### config.mk
export PLATFORM = sky130hd
export DESIGN_NAME = fetch_sequencer
export DESIGN_NICKNAME = d
export VERILOG_FILES = /design/src/rtl/fetch_sequencer.sv
export SDC_FILE = /design/constraint.sdc
export NUM_CORES = 1
export LEC_CHECK = 0
export ABC_AREA = 0
export CORE_MARGIN = 3
export CORE_UTILIZATION = 51
export CTS_CLUSTER_DIAMETER = 40
export CTS_CLUSTER_SIZE = 12
export DETAILED_ROUTE_END_ITERATION = 7
export HOLD_SLACK_MARGIN = 0.02
export PLACE_DENSITY = 0.84
export SLEW_MARGIN = 5
export SYNTH_ARGS = -nofsm -noshare
export SYNTH_HDL_FRONTEND = slang
export SYNTH_SLANG_ARGS = --single-unit
### constraint.sdc
create_clock -name clk -period 2.8 [get_ports clk]
set_input_delay 0.28 -clock clk [delete_from_list [all_inputs] [get_ports clk]]
set_output_delay 0.28 -clock clk [all_outputs]
set_load 0.05 [all_outputs]
### src/rtl/fetch_sequencer.sv
// Program-counter sequencer for the instruction ROM: start/advance/stall/jump/branch/halt.
// Latency: control sampled on a rising edge takes effect on prog_ctr at that same edge.
// Backpressure: stall holds prog_ctr, and a jump/branch presented during a stall is dropped.
module fetch_sequencer #(
  parameter int D     = 9,
  parameter int OFF_W = 8,
  parameter int CNT_W = 16
) (
  input  logic             clk,
  input  logic             rst_n,
  input  logic             start,
  input  logic [D-1:0]     start_addr,
  input  logic             stall,
  input  logic             halt,
  input  logic             jump,
  input  logic [D-1:0]     jump_target,
  input  logic             branch,
  input  logic [OFF_W-1:0] branch_off,
  output logic [D-1:0]     prog_ctr,
  output logic             fetch_valid,
  output logic             done,
  output logic [CNT_W-1:0] cycle_cnt
);

  // The adder is wide enough for both the PC and the offset, so the sign
  // extension stays well-formed even if OFF_W is not smaller than D.
  localparam int SW = (D > OFF_W) ? D : OFF_W;
  localparam logic [CNT_W-1:0] CNT_MAX = '1;

  typedef enum logic [1:0] {
    ST_IDLE = 2'd0,
    ST_RUN  = 2'd1,
    ST_DONE = 2'd2
  } state_t;

  state_t           state;
  state_t           state_nxt;
  logic [D-1:0]     pc_nxt;
  logic [CNT_W-1:0] cnt_nxt;

  // Cleared by reset and set by the first clock edge after release. This
  // keeps a start that is held across reset release from being taken on the
  // edge that coincides with the release.
  logic start_armed;

  logic signed [OFF_W-1:0] off_s;
  logic signed [SW-1:0]    off_sx;
  logic [SW-1:0]           pc_sum;
  logic [D-1:0]            pc_branch;
  logic [D-1:0]            pc_inc;

  // Relative branch target. Only the low D bits are kept, so the result
  // wraps modulo the ROM depth in both directions.
  assign off_s     = branch_off;
  assign off_sx    = SW'(off_s);
  assign pc_sum    = SW'(prog_ctr) + off_sx;
  assign pc_branch = pc_sum[D-1:0];
  assign pc_inc    = prog_ctr + D'(1);

  // Status outputs are decoded straight from the state register.
  assign fetch_valid = (state == ST_RUN);
  assign done        = (state == ST_DONE);

  // Start-qualification flag: low in reset, high from the first edge after release.
  always_ff @(posedge clk or negedge rst_n) begin
    if (!rst_n) begin
      start_armed <= 1'b0;
    end else begin
      start_armed <= 1'b1;
    end
  end

  // State, program counter and cycle counter registers.
  always_ff @(posedge clk or negedge rst_n) begin
    if (!rst_n) begin
      state     <= ST_IDLE;
      prog_ctr  <= '0;
      cycle_cnt <= '0;
    end else begin
      state     <= state_nxt;
      prog_ctr  <= pc_nxt;
      cycle_cnt <= cnt_nxt;
    end
  end

  // Next-state, next-PC and counter logic. In RUN the controls are resolved
  // in priority order: halt, then stall, then jump, then branch, then increment.
  always_comb begin
    state_nxt = state;
    pc_nxt    = prog_ctr;
    cnt_nxt   = cycle_cnt;
    case (state)
      ST_IDLE, ST_DONE: begin
        // Only start matters here; every other control input is ignored.
        if (start && start_armed) begin
          state_nxt = ST_RUN;
          pc_nxt    = start_addr;
          cnt_nxt   = '0;
        end
      end
      ST_RUN: begin
        // Every RUN cycle is counted, including stalls and the halt cycle.
        if (cycle_cnt != CNT_MAX) begin
          cnt_nxt = cycle_cnt + CNT_W'(1);
        end
        if (halt) begin
          state_nxt = ST_DONE;
          pc_nxt    = prog_ctr;
        end else if (stall) begin
          pc_nxt    = prog_ctr;
        end else if (jump) begin
          pc_nxt    = jump_target;
        end else if (branch) begin
          pc_nxt    = pc_branch;
        end else begin
          pc_nxt    = pc_inc;
        end
      end
      default: begin
        state_nxt = ST_IDLE;
      end
    endcase
  end

endmodule

==> results of run 1 <==
==> cells in the final DEF, fill, tap and decap left out, types with 5 or more instances in the layout <==
cell and n:
a211oi_1 5, a21oi_1 15, a31oi_1 6, and2_1 6, buf_4 5, clkdlybuf4s50_1 59, dfrtp_1 28, ha_1 9
inv_1 11, mux2i_1 5, nand2_1 20, nand2b_1 5, nor2_1 18, nor3_1 8, o21ai_0 17, xnor2_1 6
==> state kept, by name (all words and copies together) (netlist names) <==
register,cells
cycle_cnt,16
prog_ctr,9
start_armed,1
state,2
==> worst paths after layout <==
path / startpoint / endpoint / slack [ns] / cells past startpoint
min reg2reg: cycle_cnt[8] / cycle_cnt[8] / 0.54 / 1
min: rst_n / cycle_cnt[13] / 0.39 / 2
max reg2reg: prog_ctr[0] / prog_ctr[8] / 0.72 / 8
max: branch / prog_ctr[8] / 0.47 / 8
min in group clk: cycle_cnt[8] / cycle_cnt[8] / 0.54 / 1
max in group asynchronous: rst_n / cycle_cnt[7] / 2.15 / 2
==> per-stage QoR <==
step	hold WS (ns)	total power [mW]	area [µm²]
final	0.388	1.57	2680
after floorplan	-0.0156	1.09	1980
after global routing	0.418	1.67	2680
after CTS	0.398	1.58	2680
after global placement	0.522	1.36	2640
after detailed placement	0.531	1.37	2640
==> synth_stat cells (all sizes together), types with 5 or more instances <==
master,number,share of area
dfrtp,28,0.35
nand2,20,0.038
nor2,18,0.034
o21ai,17,0.043
a21oi,15,0.038
inv,11,0.021
ha,9,0.057
nor3,8,0.020
a31oi,6,0.019
and2,6,0.019
clkbuf,6,0.011
xnor2,6,0.026
a211oi,5,0.019
mux2i,5,0.025
nand2b,5,0.016
==> power by group through the flow <==
stage	Sequential [mW]	Combinational, mW	Clock [mW]
2_1_floorplan	0.733	0.359	0
3_3_place_gp	0.547	0.810	0
3_5_place_dp	0.546	0.827	0
4_1_cts	0.542	0.827	0.215
5_1_grt	0.551	0.890	0.226
6_report	0.542	0.825	0.208
==> layer usage <==
| metal | wire length [µm] | vias to the layer above | GRT usage |
|---|---|---|---|
| li1 | - | 949 | - |
| met1 | 2220 | 903 | 0.274 |
| met2 | 2480 | 75 | 0.387 |
| met3 | 235 | 10 | 0.0279 |
| met4 | 57 | 0 | 0.0670 |
| met5 | 0 | - | 0 |
==> critical path: cells and delay by family <==
family / cells / cell delay [ns]
simple gates: 2 / 0.35
buf+inv: 1 / 0.51
fa+ha+maj: 1 / 0.31
compound gates: 4 / 1.06
==> cells by family after synthesis <==
logic type,Yosys count,share of synthesized area
AO/OA/AOI/OAI,69,0.233
XOR/XNOR,8,0.0353
adder cells (fa/ha/maj),10,0.0668
buffers and inverters,19,0.0372
flip-flops,28,0.353
multiplexers,5,0.0252
other,1,0.00189
AND/OR/NAND/NOR,85,0.247
==> area by class of cell <==
cell class | count | area (µm²)
fillers | 307 | 1030
flip-flops and latches | 28 | 701
clock buffers | 3 | 41.3
multi-input cells | 178 | 1210
repair buffers | 64 | 628
inverters | 11 | 41.3
well taps | 48 | 60.1
==> results.md, run 1 <==
- CTS buffer count: 3
- Status: completed
- Clock slew at reported path FFs: 0.09 ns
- Max Cap Viol: 0
- Dpl ws: 0.177 ns
- Horiz. Die Dim: 68.4 µm
- Max Clk Rate: around 0.43 GHz
- Power share of the combinational group: 0.524
- Placed Cells: between 300 and 400
- Core area: 3720 µm²
- Setup CP Type: input pin to flip-flop
- Total setup buffers inserted after CTS: 0
- Internal cell power: 892 µW
- Cells after Synth: ~230
- Starting Density: 0.534
- Peak supply drop: 0.416 mV
- Layout cells sized above 1: 0.0599
- Max Slew Vio Count: 0
- Yosys cell types: 50
- DR iter-0 viols: around 180
- Worst-margin pin slew: roughly 0.59 ns
- Layout area overhead: 35.1%
- Inserted Diodes: 0
- Final hold vios: 0
- Post-route worst setup slack: 0.467 ns
- RSZ-0062 raised after global routing: no
- Die ar.: 4680 µm²
- DRT Pass-1 Iters: 4
- DR WL/cell: 15.0 µm
- Switch share: 0.433
- Number of synthesized flops with an enable pin: 0
- Crit path arrival time: 2.52 ns
- Non-filler cells, final: 332
- Mapped Area: around 2000 µm²
- Core Util, Final: 0.722
- Residual DRC count: 0
- DP HPWL: 3970 µm
- Yosys warning count: 0
- Num rows: 22
- CP Cell Sequence: clkdlybuf4s50_1 > and2_1 > ha_1 > nor2b_1 > o21a_1 > a311o_1 > a221o_1 > a31oi_1
- Required time of the critical path: 2.99 ns
- Period utilisation layout: 0.833
- Vias in the first global route: 1790
- Synthesized flop and latch total: 28
- Hold-fix buffers, CTS: 0
- Worst Skew: 0.00220 ns
- Critical path endpoint category: flip-flop
- Crit start category: input pin
- Port bufs: slightly below 60
- Tot GR Track Use: 0.219
- Seq/Total Area, Yosys: 0.353
- Worst path max stage delay: 0.51 ns
- Final min period: 2.33 ns
- Synth Area per Inst: 8.82 µm²
- Crit path max fanout: 8
- Max-slew headroom: 0.599
- First-pass GRT wire length: 7870 µm
- Pin count of the biggest net entering global routing: 29
- # IOs: 60
- P_leak: 1.14 nW
- Vias per std cell: 5.83
- Die Y: 68.4 µm
- Clk buf depth: 2
- Routed via count: 1937
- Hold WC Path Type: input pin to async pin
- Layout Nets: 329
- Setup TNS: 0 ns
- RD Place Congestion: between 0.8 and 0.9
- Setup violations, final: 0
- Worst skew pair latency: 0.26 ns
- Total power divided by cell area: 587 nW/µm²
- Flop pwr share: 0.344
- Async SR Flop Fraction: 1.00
- Syn Nets: 268
- Routed Antenna Nets: 0
- Switch Pwr: around 680 µW
- CTS tree: yes
- Htree depth: 1
- Post-cts resize count: 0
- CTS sink count: 28
- Total congestion overflow: 0
- Clk Tree Root Cell: clkbuf_8
- Top_reg_cell synth: dfrtp_1
- CP max stage cell: clkdlybuf4s50_1
- Initial antenna violation count: 0
- Final WL: 4990 µm
- Clock network power share: 0.132
Power figures use the tool's default switching activity.
==> inputs of run 2 (changes only) <==
- CORE_UTILIZATION: 51 -> 47
- PLACE_DENSITY: 0.84 -> 0.78
- clock period: 2.8 -> 2.4 ns (I/O delays scaled with it)
==> run 2 against run 1 <==
Against the previous run: setup slack got worse by 0.24 ns; sequential cell count unchanged; sequential share of layout area fell by 0.89 points; clock skew up 0.010 ns; via count is 2.2% higher; first-iteration DRC count rose by 14%; register-to-register slack worse by 0.42 ns; cell area up 3.5%.
==> results.md, run 2 (synthesized netlist as in run 1, its figures left out) <==
- Max-slew headroom: 0.640 (+0.0401)
- Max Cap Viol: 0 (unchanged)
- # fillers: 311 (+1.3%)
- Required time of the critical path: 2.61 ns (-0.38 ns)
- Vias in the first global route: 1964 (+9.7%)
- Total setup buffers inserted after CTS: 0 (unchanged)
- Max Slew Vio Count: 0 (unchanged)
- Die ar.: 5040 µm² (+7.7%)
- Initial antenna violation count: 0 (unchanged)
- Power share of the combinational group: 0.504 (-0.020)
- DRT Pass-1 Iters: 4 (unchanged)
- Starting Density: 0.515 (-0.0191)
- Vias per std cell: 5.82 (-0.19%)
- Post-place instance area: 2700 µm² (+2.4%)
- Critical Path Start: branch_off[0]
- Clk buf depth: 2 (unchanged)
- Total power divided by cell area: 725 nW/µm² (+24%)
- CTS tree: yes
- Layout Nets: 336 (+2.1%)
- Clock network power share: 0.186 (+0.054)
- Fin area: 2780 µm² (+3.5%)
- Setup violations, final: 0 (unchanged)
- Post-route worst setup slack: 0.230 ns (-0.237 ns)
- Core Util, Final: 0.720 (-0.00109)
- Worst r2r src: prog_ctr[0]
- Final hold vios: 0 (unchanged)
- Num rows: 22 (unchanged)
- CTS sink count: 28 (unchanged)
- Flop pwr share: 0.310 (-0.034)
- Routed Antenna Nets: 0 (unchanged)
- Most frequent cells in the layout: 57 x clkdlybuf4s50_1, 28 x dfrtp_1, 20 x nand2_1, 18 x nor2_1, 17 x o21ai_0
- Setup CP Type: input pin to flip-flop
- Final min period: 2.17 ns
- Hold WC Path Type: input pin to async pin
- RD Place Congestion: 0.874 (-1.7%)
- Routed via count: 1980 (+2.2%)
- Max reg flops: 16 (unchanged)
- Layout area overhead: 39.9%
- P_leak: 1.20 nW (+5.5%)
- Tot GR Track Use: 0.221 (+0.00225)
- RSZ-0062 raised after global routing: no
- Layout cells sized above 1: 0.0890 (+0.0292)
- Inserted Diodes: 0 (unchanged)
- Clock slew at reported path FFs: 0.10 ns (about the same)
- Critical path endpoint category: flip-flop
- Die Y: 71.0 µm (+3.8%)
- Crit start category: input pin
- Dpl ws: -0.162 ns (-0.340 ns)
- Core area: 3850 µm² (+3.7%)
- Port bufs: 59 (unchanged)
- Peak supply drop: 0.505 mV (+21%)
- Top Registers: cycle_cnt (16), prog_ctr (9), state (2)
- CTS buffer count: 3 (unchanged)
- Switch share: 0.414 (-0.0198)
- Max Clk Rate: 0.461 GHz
- Total congestion overflow: 0 (unchanged)
- Worst-margin pin slew: 0.527 ns (-0.0586 ns)
- DR iter-0 viols: 203 (+14%)
- Worst skew pair latency: 0.28 ns (+0.02 ns)
- Htree depth: 1 (unchanged)
- Residual DRC count: 0 (unchanged)
- Largest register by flop count: cycle_cnt
- Switch Pwr: 833 µW (+22%)
- Most common cell after layout, fill and taps aside: clkdlybuf4s50_1
- Clk Tree Root Cell: clkbuf_8
- Horiz. Die Dim: 71.0 µm (+3.8%)
- First-pass GRT wire length: 9080 µm (+15%)
- Pin count of the biggest net entering global routing: 29 (unchanged)
- Period utilisation layout: 0.904
- DR WL/cell: 15.7 µm (+4.3%)
- Crit path arrival time: 2.38 ns (-0.14 ns)
- Status: completed
- Crit path max fanout: 3 (-5)
- Worst Skew: 0.0127 ns (+0.0105 ns)
- Internal cell power: 1.18 mW (+32%)
- # IOs: 60 (unchanged)
- Pwr Total: 2.01 mW (+28%)
- Final WL: 5340 µm (+6.8%)
- DP HPWL: 4140 µm (+4.2%)
==> run 2: layout make-up <==
cell class / count / area [µm²] / area share
multi-input combinational: 178 / 1210 / 0.436
clock buffer: 3 / 41.3 / 0.0149
timing repair buffer: 71 / 693 / 0.250
inverter: 11 / 41.3 / 0.0149
clock inverter: 1 / 30.0 / 0.0108
tap: 48 / 60.1 / 0.0216
sequential: 28 / 701 / 0.252
==> run 2: worst paths after layout <==
kind | slack [ns] | to | cells after the start
hold reg to reg | 0.52 | prog_ctr[4] | 2
setup / recovery | 0.23 | prog_ctr[8] | 10
setup reg to reg | 0.30 | prog_ctr[8] | 8
hold / removal | 0.35 | cycle_cnt[3] | 2
max in group asynchronous | 1.77 | state[1] | 2
min in group clk | 0.52 | prog_ctr[4] | 2
==> run 2: repair_timing <==
action	CTS	global route
hold buffers	0	0
hold endpoints to repair	0	0
setup endpoints to repair	0	1
gates resized for setup	0	1
==> run 2: worst max-delay path: stages <==
cell and delay (ns):
clkdlybuf4s50_1 0.40, nand2b_1 0.14, ha_1 0.20, inv_1 0.07
fa_1 0.18, nor2b_1 0.06, o21a_1 0.20, a311o_1 0.40
a221o_1 0.33, a31oi_1 0.17
==> run 2: power by group through the flow <==
stage	clock network (mW)	registers (mW)	logic, mW
6_report	0.374	0.625	1.02
5_1_grt	0.399	0.637	1.11
4_1_cts	0.381	0.623	1.01
3_5_place_dp	0	0.630	1.01
3_3_place_gp	0	0.633	0.992
2_1_floorplan	0	0.855	0.419
==> run 2: per-stage QoR <==
step / hold WS (ns) / TNS [ns] / cells
3_3_place_gp: 0.507 / -0.0899 / 336
2_1_floorplan: -0.0556 / 0 / 225
3_5_place_dp: 0.509 / -0.188 / 336
4_1_cts: 0.362 / 0 / 340
5_1_grt: 0.387 / 0 / 340
6_report: 0.353 / 0 / 340
==> run 2: routing by layer <==
layer  wire length, µm  part of all wire  track usage  vias to the layer above
li1                  -                 -            -                      969
met1              2330              0.44        0.315                      934
met2              2520              0.47        0.356                       75
met3               471             0.088       0.0412                        2
met4                13            0.0024       0.0334                        0
met5                 0                 0            0                        -
==> inputs of run 3 (changes only) <==
- CORE_ASPECT_RATIO: unset -> 0.8
==> run 3 against run 2 <==
Against the previous run: first-iteration DRC count fell by 17%; die area grew 0.10%; clock power is 30% lower; sequential cell count stayed put; final cell count up 2.4%; clock-buffer cell count unchanged; clock skew down 0.0092 ns; via count shrank 0.71%; combinational power is essentially flat; sequential share of layout area increased by 0.17 points; critical path type unchanged.
==> results.md, run 3 (synthesized netlist as in run 1, its figures left out) <==
- Status: completed
- DP HPWL: 4210 µm (+1.6%)
- Largest register by flop count: cycle_cnt
- Layout area overhead: 39.0%
- RSZ-0062 raised after global routing: no
- Pin count of the biggest net entering global routing: 29 (unchanged)
- Critical path endpoint category: flip-flop
- Die Y: 64.1 µm (-9.7%)
- DR WL/cell: 15.5 µm (-1.4%)
- Hold-fix buffers, CTS: 0 (unchanged)
- Clk Tree Root Cell: clkbuf_8
- Horiz. Die Dim: 78.6 µm (+11%)
- P_leak: 1.19 nW (-0.70%)
- Starting Density: 0.505 (-0.00984)
- DR iter-0 viols: 168 (-17%)
- Clock network power share: 0.137 (-0.049)
- Final hold vios: 0 (unchanged)
- Layout Nets: 338 (+0.60%)
- Switch share: 0.436 (+0.0224)
- Worst Skew: 0.00350 ns (-0.00919 ns)
- Required time of the critical path: 2.59 ns (-0.02 ns)
- Post-route worst setup slack: 0.210 ns (-0.0199 ns)
- Max Slew Vio Count: 0 (unchanged)
- Placed Cells: 345 (+2.7%)
- R2R setup slack: 0.28 ns (-0.02 ns)
- Total congestion overflow: 0 (unchanged)
- # fillers: 356 (+14%)
- Final WL: 5390 µm (+0.92%)
- Worst skew pair latency: 0.27 ns (about the same)
- Vias in the first global route: 1841 (-6.3%)
- # IOs: 60 (unchanged)
- Crit path max fanout: 3 (unchanged)
- Total power divided by cell area: 691 nW/µm² (-4.8%)
- Most frequent cells in the layout: 57 x clkdlybuf4s50_1, 28 x dfrtp_1, 20 x nand2_1, 18 x nor2_1, 17 x o21ai_0
- Total setup buffers inserted after CTS: 0 (unchanged)
- Initial antenna violation count: 0 (unchanged)
- Post-cts resize count: 0 (unchanged)
- Htree depth: 1 (unchanged)
- DRT Pass-1 Iters: 4 (unchanged)
- Num rows: 20 (-9.1%)
- Core Util, Final: 0.702 (-0.0185)
- Hold WC Path Type: input pin to async pin
- Period utilisation layout: 0.913 (+0.00828)
- Vias per std cell: 5.65 (-3.0%)
- Layout cells sized above 1: 0.0922 (+0.00311)
- Internal cell power: 1.07 mW (-9.1%)
- Inserted Diodes: 0 (unchanged)
- Max Cap Viol: 0 (unchanged)
- Core area: 3930 µm² (+1.9%)
- Setup CP Type: input pin to flip-flop
- Pwr Total: 1.90 mW (-5.4%)
- Residual DRC count: 0 (unchanged)
- Crit start category: input pin
- Non-filler cells, final: 348 (+2.4%)
- Port bufs: 59 (unchanged)
- Dpl ws: -0.266 ns (-0.103 ns)
- Tot GR Track Use: 0.228 (+0.00692)
- CTS tree: yes
- Routed via count: 1966 (-0.71%)
- Most common cell after layout, fill and taps aside: clkdlybuf4s50_1
- Die ar.: 5040 µm² (+0.10%)
- Final min period: 2.19 ns (+0.0199 ns)
- Max-slew headroom: 0.624 (-0.0152)
- Crit path arrival time: 2.38 ns (about the same)
- First-pass GRT wire length: 9140 µm (+0.68%)
- Worst-margin pin slew: 0.549 ns (+0.0222 ns)
- Power share of the combinational group: 0.534 (+0.030)
- Fin Hold WS: 0.346 ns (-0.00741 ns)
- Peak supply drop: 0.632 mV (+25%)
- Max Clk Rate: 0.457 GHz (-0.91%)
- Top Registers: cycle_cnt (16), prog_ctr (9), state (2)
- Setup violations, final: 0 (unchanged)
- CTS sink count: 28 (unchanged)
- Clk buf depth: 2 (unchanged)
- Switch Pwr: 830 µW (-0.32%)
- RD Place Congestion: 0.832 (-4.9%)
- Clock slew at reported path FFs: 0.10 ns (about the same)
- Routed Antenna Nets: 0 (unchanged)
- Flop pwr share: 0.329 (+0.019)
- CTS buffer count: 3 (unchanged)
- Max reg flops: 16 (unchanged)
## run 3: cell types whose count changed in the layout (fill, tap and decap cells not counted), sizes merged
cell / before / now
bufinv: 1 / 0
buf: 13 / 15
## run 3: layer usage
layer / routed length, µm / track usage / up-vias
met5: 0 / 0 / -
met4: 12 / 0.0131 / 0
met3: 327 / 0.0352 / 2
met2: 2410 / 0.358 / 74
met1: 2640 / 0.346 / 912
li1: - / - / 978
## run 3: worst paths after layout
kind,start,to,cells after the start
max,branch_off[0],prog_ctr[8],10
min,rst_n,cycle_cnt[3],2
max reg2reg,prog_ctr[0],prog_ctr[8],8
min reg2reg,prog_ctr[3],prog_ctr[3],2
max in group asynchronous,rst_n,prog_ctr[8],2
min in group clk,prog_ctr[3],prog_ctr[3],2
## run 3: metrics by stage
step	area [µm²]	setup TNS, ns
after global routing	2760	0
final	2760	0
after global placement	2710	-0.169
after floorplan	1980	0
after CTS	2760	0
after detailed placement	2710	-0.384
## run 3: worst max-delay path: stages
cell             delay, ns
clkdlybuf4s50_1       0.39
nand2b_1              0.14
ha_1                  0.21
inv_1                 0.07
fa_1                  0.18
nor2b_1               0.06
o21a_1                0.20
a311o_1               0.38
a221o_1               0.33
a31oi_1               0.18
## run 3: final cells by class
type | instances | area, µm² | share of cell area
multi-input combinational | 178 | 1210 | 0.439
sequential | 28 | 701 | 0.254
timing repair buffer | 73 | 696 | 0.252
tap | 55 | 68.8 | 0.0250
clock buffer | 3 | 41.3 | 0.0150
inverter | 11 | 41.3 | 0.0150
## run 3: power groups by stage
stage / sequential [mW] / combinational, mW / clock [mW]
CTS: 0.625 / 1.01 / 0.268
finish: 0.626 / 1.02 / 0.262
detailed placement: 0.633 / 1.01 / 0
global route: 0.643 / 1.10 / 0.287
floorplan: 0.855 / 0.419 / 0
global placement: 0.632 / 0.996 / 0
